`config.mk`:
```
export PLATFORM = sky130hd
export DESIGN_NAME = moving_avg_filter
export DESIGN_NICKNAME = d
export VERILOG_FILES = /design/src/rtl/mavg_pkg.sv /design/src/rtl/sample_tick_gen.sv /design/src/rtl/moving_avg_filter.sv
export SDC_FILE = /design/constraint.sdc
export NUM_CORES = 1
export LEC_CHECK = 0
export CAP_MARGIN = 20
export CORE_ASPECT_RATIO = 0.6
export CORE_MARGIN = 2
export CORE_UTILIZATION = 40
export CTS_BUF_LIST = sky130_fd_sc_hd__clkbuf_4 sky130_fd_sc_hd__clkbuf_8
export DETAILED_ROUTE_END_ITERATION = 8
export HOLD_SLACK_MARGIN = 0.06
export SYNTH_ARGS = -nofsm -noshare
export SYNTH_HDL_FRONTEND = slang
export SYNTH_SLANG_ARGS = --single-unit
```
`constraint.sdc`:
```
create_clock -name clk -period 4.3 [get_ports clk]
set_input_delay 0.86 -clock clk [delete_from_list [all_inputs] [get_ports clk]]
set_output_delay 0.86 -clock clk [all_outputs]
set_load 0.01 [all_outputs]
```
`src/rtl/mavg_pkg.sv`:
```
`default_nettype none
// ============================================================================
// Module      : mavg_pkg
// Description : Shared sizing helpers for the moving-average filter.
// Revision    : 1.0 - initial release
// ============================================================================
package mavg_pkg;

    localparam int c_MIN_TICK_DIV   = 2;
    localparam int c_MIN_LOG2_DEPTH = 1;
    localparam int c_MAX_LOG2_DEPTH = 6;

    function automatic int clog2(input int value);
        int r;
        int v;
        r = 0;
        v = value - 1;
        while (v > 0) begin
            r = r + 1;
            v = v >> 1;
        end
        return r;
    endfunction

    function automatic int sum_width(input int data_w, input int log2_depth);
        return data_w + log2_depth;
    endfunction

    function automatic int depth_of(input int log2_depth);
        return 1 << log2_depth;
    endfunction

    function automatic int tick_div(input int clk_freq, input int sample_hz);
        return clk_freq / sample_hz;
    endfunction

endpackage
`default_nettype wire

```
`src/rtl/sample_tick_gen.sv`:
```
`default_nettype none
// ============================================================================
// Module      : sample_tick_gen
// Description : Free-running divider producing a registered one-cycle tick
//               every DIV clocks.
// Revision    : 1.0 - initial release
// ============================================================================
module sample_tick_gen
    import mavg_pkg::*;
#(
    parameter int DIV = 10
) (
    input  logic clk,
    input  logic rst,
    output logic tick_o
);

    localparam int CNT_W = (clog2(DIV) < 1) ? 1 : clog2(DIV);
    localparam logic [CNT_W-1:0] c_LAST = CNT_W'(DIV - 1);

    logic [CNT_W-1:0] r_cnt;
    logic             r_tick;

    always_ff @(posedge clk or negedge rst) begin
        if (!rst) begin
            r_cnt  <= '0;
            r_tick <= 1'b0;
        end else begin
            r_tick <= (r_cnt == c_LAST);
            if (r_cnt == c_LAST) begin
                r_cnt <= '0;
            end else begin
                r_cnt <= r_cnt + 1'b1;
            end
        end
    end

    assign tick_o = r_tick;

endmodule
`default_nettype wire

```
`src/rtl/moving_avg_filter.sv`:
```
`default_nettype none
// ============================================================================
// Module      : moving_avg_filter
// Description : Boxcar moving-average over 2**LOG2_DEPTH samples, one sample
//               accepted per sample tick via valid/ready. Define
//               MAVG_ROUND_EN for round-half-up output instead of truncation.
// Revision    : 1.0 - initial release
// ============================================================================
module moving_avg_filter
    import mavg_pkg::*;
#(
    parameter int DATA_W     = 8,
    parameter int LOG2_DEPTH = 2,
    parameter int CLK_FREQ   = 100000000,
    parameter int SAMPLE_HZ  = 10
) (
    input  logic              clk,
    input  logic              rst,
    input  logic              valid_i,
    input  logic [DATA_W-1:0] data_i,
    input  logic              clear_i,
    output logic              ready_o,
    output logic              valid_o,
    output logic [DATA_W-1:0] data_o,
    output logic              overrun_o
);

    localparam int SUM_W    = sum_width(DATA_W, LOG2_DEPTH);
    localparam int DEPTH    = depth_of(LOG2_DEPTH);
    localparam int TICK_DIV = tick_div(CLK_FREQ, SAMPLE_HZ);

    generate
        if (TICK_DIV < c_MIN_TICK_DIV) begin : g_bad_tick_div
            $error("moving_avg_filter: CLK_FREQ/SAMPLE_HZ must be at least 2");
        end
        if (LOG2_DEPTH < c_MIN_LOG2_DEPTH || LOG2_DEPTH > c_MAX_LOG2_DEPTH) begin : g_bad_depth
            $error("moving_avg_filter: LOG2_DEPTH must be within 1..6");
        end
    endgenerate

    logic                  w_tick;
    logic                  w_hs;
    logic [DATA_W-1:0]     w_oldest;
    logic [SUM_W-1:0]      w_sum_next;
    logic [DATA_W-1:0]     w_mean;

    logic [DATA_W-1:0]     r_hist [DEPTH];
    logic [SUM_W-1:0]      r_sum;
    logic [LOG2_DEPTH-1:0] r_wptr;
    logic                  r_ready;
    logic                  r_valid;
    logic [DATA_W-1:0]     r_data;
    logic                  r_overrun;

    sample_tick_gen #(
        .DIV (TICK_DIV)
    ) u_tick (
        .clk    (clk),
        .rst    (rst),
        .tick_o (w_tick)
    );

    assign w_hs       = valid_i & r_ready;
    assign w_oldest   = r_hist[r_wptr];
    // sum always covers oldest, so this never underflows
    assign w_sum_next = r_sum + {{LOG2_DEPTH{1'b0}}, data_i} - {{LOG2_DEPTH{1'b0}}, w_oldest};

`ifdef MAVG_ROUND_EN
    localparam logic [SUM_W-1:0] c_HALF = SUM_W'(DEPTH / 2);
    logic [SUM_W-1:0] w_sum_rnd;
    assign w_sum_rnd = w_sum_next + c_HALF;
    assign w_mean    = w_sum_rnd[SUM_W-1:LOG2_DEPTH];
`else
    assign w_mean    = w_sum_next[SUM_W-1:LOG2_DEPTH];
`endif

    always_ff @(posedge clk or negedge rst) begin
        if (!rst) begin
            for (int i = 0; i < DEPTH; i++) begin
                r_hist[i] <= '0;
            end
            r_sum     <= '0;
            r_wptr    <= '0;
            r_ready   <= 1'b0;
            r_valid   <= 1'b0;
            r_data    <= '0;
            r_overrun <= 1'b0;
        end else begin
            r_valid <= 1'b0;

            // a fresh tick reopens the window even if this cycle handshakes
            if (w_tick) begin
                r_ready <= 1'b1;
            end else if (w_hs) begin
                r_ready <= 1'b0;
            end

            if (clear_i) begin
                for (int i = 0; i < DEPTH; i++) begin
                    r_hist[i] <= '0;
                end
                r_sum     <= '0;
                r_wptr    <= '0;
                r_overrun <= 1'b0;
            end else begin
                if (w_tick && r_ready) begin
                    r_overrun <= 1'b1;
                end
                if (w_hs) begin
                    r_hist[r_wptr] <= data_i;
                    r_sum          <= w_sum_next;
                    r_wptr         <= r_wptr + 1'b1;
                    r_data         <= w_mean;
                    r_valid        <= 1'b1;
                end
            end
        end
    end

    assign ready_o   = r_ready;
    assign valid_o   = r_valid;
    assign data_o    = r_data;
    assign overrun_o = r_overrun;

endmodule
`default_nettype wire
```
# Yosys cells after proc, flatten, opt, wreduce, memory -nomap -nowiden
# Cells that the tools add are included.
# op_classes
n_addsub,4
magnitude_cmp,2
eq_ne,1
mux,19
bitwise_logic,3
n_reduce_logical,6
# op_table
cell,count
32-bit 2-to-1 mux,2
32-bit bitwise mux,1
"24-bit by 1-bit adder with 24-bit output, second input constant",1
"24-bit equality test, second input constant",1
24-bit 2-to-1 mux,1
8-bit 2-to-1 mux,3
10-bit 2-to-1 mux,2
8-bit binary-select mux with 2-bit select,1
8-bit demux with 2-bit select,1
10-bit by 8-bit adder with 10-bit output,1
10-bit by 8-bit subtractor with 10-bit output,1
1-bit 2-to-1 mux,6
2-bit nonzero test,3
2-bit 2-to-1 mux,2
"3-bit greater-or-equal comparator, second input constant",1
"3-bit by 1-bit < comparator with 1-bit output, second input constant",1
2-bit inverter with 3-bit output,1
"2-bit by 1-bit adder with 2-bit output, second input constant",1
1-bit logical AND,2
2-bit AND reduction,1
1-bit AND,1
1-bit inverter,1
# word_totals
ff_bits,80
inputBits,12
elab_cells,47

# Depth between registers and ports, before layout
# depth
depth_word,8
mapped_depth,13
depth_no_buf,12

# Cells and area by module
# Synthesis repeated with hierarchy kept, for this count alone.
# unflattened
cells_unflattened,451
hier_area_um2,4331.7
# by_module_without_submodules
mod,instances,cells_each,area_per_inst_um2,seq_area_each_um2
moving_avg_filter,1,346,3159.3,1376.3
sample_tick_gen,1,105,1172.4,625.6

# Worst setup path after synthesis
# No wires, ideal clock.
# synth_path
kind,reg-to-reg
start,register r_wptr[0]
end,register r_sum[6]
arrival_time_ps,3239
slack_ps,945
path_stages_with_launch,11
n_path_buf,1
period_less_slack_ps,3355
path_cell_list,dfrtp_1 buf_2 mux4_2 fa_1 fa_1 nor2b_1 o21ai_0 nand2b_1 a21oi_1 or4b_2 o311ai_0
# synth_between
elab_chain_len,7
# synth_lines
element,line_no,text
from (decl),moving_avg_filter.sv:49,logic [LOG2_DEPTH-1:0] r_wptr;
from (signal assigned),moving_avg_filter.sv:112,r_wptr <= r_wptr + 1'b1;
2-bit inverter with 3-bit output (not written as such),moving_avg_filter.sv:64,assign w_oldest = r_hist[r_wptr];
8-bit binary-select mux with 2-bit select,moving_avg_filter.sv:64,
8-bit 2-to-1 mux (not written as such) (2 in series),moving_avg_filter.sv:64,
10-bit by 8-bit subtractor with 10-bit output,moving_avg_filter.sv:66,"assign w_sum_next = r_sum + {{LOG2_DEPTH{1'b0}}, data_i} - {{LOG2_DEPTH{1'b0}}, w_oldest};"
10-bit 2-to-1 mux,moving_avg_filter.sv:109,if (w_hs) begin
10-bit 2-to-1 mux,moving_avg_filter.sv:98,if (clear_i) begin
to (signal assigned),moving_avg_filter.sv:111,r_sum <= w_sum_next;
to (decl),moving_avg_filter.sv:48,logic [SUM_W-1:0] r_sum;
# No other way between the ends. The select of a mux whose other input is x is not followed.
# A chain may end at the register's enable or synchronous reset.

# Final worst setup path
# layout_path
start,register r_wptr[0]
end,register r_sum[9]
# Same word-level chain as after synthesis.

==> results.rst <==
.. list-table::
   :header-rows: 1

   * - Metric
     - Value
   * - Number of flip-flops and latches in the synthesized netlist
     - 80
   * - Status
     - completed
   * - Maxcap violations
     - 0
   * - Delay of the slowest critical-path stage
     - 0.62 ns
   * - Worst-path clk slew
     - roughly 0.090 ns
   * - Std-Cell Rows
     - 29
   * - Multi-input logic area
     - 0.00205 sq mm
   * - Worst setup slack for register-to-register paths
     - 0.61 ns
   * - Worst min-delay path class
     - in -> async
   * - Sequential element share of the synthesized area
     - 46.5%
   * - Number of nets still failing antenna checks after routing
     - 0
   * - Total number of H-tree levels
     - 3
   * - Setup Crit Path Kind
     - reg -> reg
   * - Met2 track demand over resource in global routing
     - between 20% and 30%
   * - GRT Util Overall
     - 18.9%
   * - Via count of the routed design
     - ~3200
   * - DRC violation count after routing
     - 0
   * - Wire length of the first global-routing pass
     - about 17 mm
   * - Transition time at the pin with the least slew margin
     - 0.661 ns
   * - Worst-path cell chain
     - buf_4 -> mux4_2 -> fa_1 -> inv_1 -> ha_1 -> o21ai_1 -> a21o_1 -> a22o_1 -> a311o_1 -> and3_1 -> nor3_2
   * - Reported leakage power
     - 2.07 nW
   * - Met3 usage in global routing
     - 4.35%
   * - Cell with the largest stage delay on the worst path
     - sky130_fd_sc_hd__dfrtp_1
   * - Proportion of layout cells with a drive suffix above 1
     - 7.97%
   * - Number of cells upsized or downsized after cts
     - 0
   * - Storage element area
     - roughly 0.002 sq mm
   * - Type of element launching the critical path
     - register
   * - Remaining global-route overflow
     - 0
   * - Post-layout instance count excluding filler cells
     - about 600
   * - Peak-usage layer in the global routing report
     - met1
   * - Final hold violation count
     - 0
   * - HPWL after DPL
     - 6.87 mm
   * - Leading cell types in the layout, fill and taps excluded
     - 80 x sky130_fd_sc_hd__dfrtp_1, 62 x sky130_fd_sc_hd__nand2_1, 47 x sky130_fd_sc_hd__a21oi_1, 44 x sky130_fd_sc_hd__nand3_1, 38 x sky130_fd_sc_hd__inv_1
   * - Worst R2R Start
     - r_wptr[0]
   * - Final max-slew violation count
     - 0
   * - Wire length per cell
     - 16.6 um
   * - Setup skew after layout
     - 0.0139 ns
   * - Arrival time of the worst setup path
     - 3.97 ns
   * - Power after layout
     - 1.38 mW
   * - Count of buffers inserted at the top-level ports
     - 22
   * - Overall routed net length
     - 10.0 mm
   * - Clock tree from TritonCTS
     - yes
   * - Final instance area
     - 0.00482 sq mm
   * - GR met1 Demand/Resource
     - 31.1%
   * - Largest driver fanout on the critical path
     - 10
   * - Area added between synthesis and finish
     - 12.0%
   * - Core Box Area
     - around 0.011 sq mm
   * - Post-synthesis net count
     - 481
   * - Post-route clock period utilization
     - 85.9%
   * - Clk buf depth
     - 2
   * - Standard cell area after detailed placement
     - 0.00462 sq mm
   * - Most common library cell in the layout ignoring fill and taps
     - sky130_fd_sc_hd__dfrtp_1
   * - Weighted congestion reported at the end of routability-driven placement
     - a little under 0.9
   * - Violation count after the first detailed-routing iteration
     - between 200 and 250
   * - Placed Cells
     - between 500 and 600
   * - Gate count after technology mapping
     - 446
   * - Relative slew slack
     - 55.7%
   * - Die Width
     - 138 um
   * - Cells on worst reg2reg path
     - 11
   * - Starting Density
     - between 40% and 50%
   * - Top Ports
     - 23
   * - Cts hold-fix bufs
     - 0
   * - Highest Clock Rate
     - 271 MHz
   * - Net count reported at finish
     - 495
   * - Fin crit period
     - 3.69 ns
   * - Via/cell ratio
     - 5.34
   * - Accumulated negative setup slack
     - 0 ns
   * - Overall die height
     - 84.4 um
   * - Layout filler cell count
     - 1020
   * - Number of buffers created by CTS
     - 9
   * - Post-layout util
     - about 46%
   * - Post-Syn Area per Cell
     - ~9.7 sq um
   * - Full die area
     - 0.0116 sq mm
   * - Number of antenna diodes
     - 0
   * - CP required
     - 4.58 ns
   * - Postcts setup bufs
     - 0
   * - RSZ-0062 raised after global routing
     - no
   * - Antenna violations before repair
     - 0
   * - Element type at the critical path end
     - register
   * - Clock sink total
     - 80
   * - First drt pass iteration count
     - 5
   * - Via count of the first global-routing pass
     - 3171
   * - Number of library cell types mapped by synthesis
     - 47
   * - Largest net degree at the start of global routing
     - between 80 and 90
   * - Clock tree root buffer cell
     - sky130_fd_sc_hd__clkbuf_8
   * - Cell Pwr Density
     - roughly 290 mW/mm^2
   * - Skew-Pair Late Insertion Delay
     - roughly 0.37 ns
   * - Final setup vio count
     - 0
   * - Ys Warns
     - 0
   * - End of the worst register-to-register path
     - r_sum[9]
   * - Worst vdd rail ir drop
     - between 0.1 and 0.15 mV
   * - Mapped cell area
     - 0.00430 sq mm
==> worst max path at each step <==
| stage | startpoint | endpoint | slack (ns) |
|---|---|---|---|
| 6_report | r_wptr[0] | r_sum[9] | 0.61 |
| 5_1_grt | r_wptr[0] | r_sum[9] | 0.40 |
| 4_1_cts | r_wptr[0] | r_sum[9] | 0.57 |
| 3_5_place_dp | data_i[1] | r_sum[6] | 0.37 |
| 3_3_place_gp | data_i[1] | r_sum[6] | 0.47 |
| 2_1_floorplan | r_wptr[0] | r_sum[6] | 0.94 |
==> critical path, delay by kind of cell (launching register included) <==
kind                       cells  cell delay (ns)
adders and majority gates      2             0.92
DFF                            1             0.62
AOI/OAI and AO/OA              4             0.93
buffers and inverters          2             0.30
and+or+nand+nor                2             0.31
muxes                          1             0.53
==> final cells by class <==
type	count	share of cell area [%]
Multi-Input combinational cell	304	42.6
Sequential cell	80	41.5
Timing Repair Buffer	26	5.55
Tap cell	139	3.61
Inverter	39	3.04
Clock buffer	11	3.01
Clock inverter	4	0.649
==> Yosys cell counts (all sizes together) <==
library cell	instances	area, sq um
nand4	9	56.3
o21ai	7	35.0
dfrtp	80	2000
clkinv	1	3.75
a31oi	2	12.5
xnor2	16	140
a22oi	2	15.0
fa	8	160
mux4	8	180
ha	15	188
and3	4	30.0
a22o	1	8.76
a211oi	1	7.51
and4	4	35.0
nor4	1	6.26
inv	38	143
nand3b	1	7.51
o311ai	1	8.76
nand2	62	233
nand4b	1	8.76
a21oi	48	244
a2111o	1	11.3
nand2b	3	18.8
nor2b	4	25.0
and2	4	25.0
o31a	2	17.5
buf	8	45.0
and4bb	1	12.5
and4b	1	10.0
mux2i	1	10.0
nor4bb	1	10.0
nor3	3	20.0
a311o	1	10.0
clkbuf	15	56.3
a21o	3	22.5
or4b	1	10.0
nand3	45	230
nor2	26	97.6
xor2	13	114
mux2	3	33.8
==> flip-flops by register name (all words and copies together), names as in the netlist <==
signal	count
r_wptr	2
r_sum	10
u_tick.tick_o	1
data_o	8
valid_o	1
u_tick.r_cnt	24
overrun_o	1
ready_o	1
r_hist	32
==> cell families after synthesis <==
kind of cell             after synthesis  synth area share, %
adder cells (fa/ha/maj)               23                 8.08
buffers and inverters                 62                 5.76
flip-flops                            80                 46.5
AO/OA/AOI/OAI                         69                 9.13
XOR/XNOR                              29                 5.90
AND/OR/NAND/NOR                      171                 19.4
multiplexers                          12                 5.20
==> power by group <==
group | total (mW) | internal [mW] | switching (mW)
Sequential | 0.752 | 0.752 | 0.0000000000000000331
Clock | 0.510 | 0.230 | 0.280
Combinational | 0.115 | 0.0403 | 0.0745
Total | 1.38 | 1.02 | 0.355
==> stage by stage <==
| stage | setup WS [ns] | hold slack (ns) |
|---|---|---|
| 6_report | 0.605 | 0.377 |
| 5_1_grt | 0.399 | 0.380 |
| 4_1_cts | 0.568 | 0.468 |
| 3_5_place_dp | 0.373 | 0.447 |
| 3_3_place_gp | 0.466 | 0.441 |
| 2_1_floorplan | 0.945 | 0.428 |
==> routing by layer <==
layer / part of all wire [%] / vias to the layer above
li1: - / 1534
met1: 54 / 1607
met2: 40 / 72
met3: 5.8 / 10
met4: 1.1 / 0
met5: 0 / -
(Power assumes the default switching activity.)
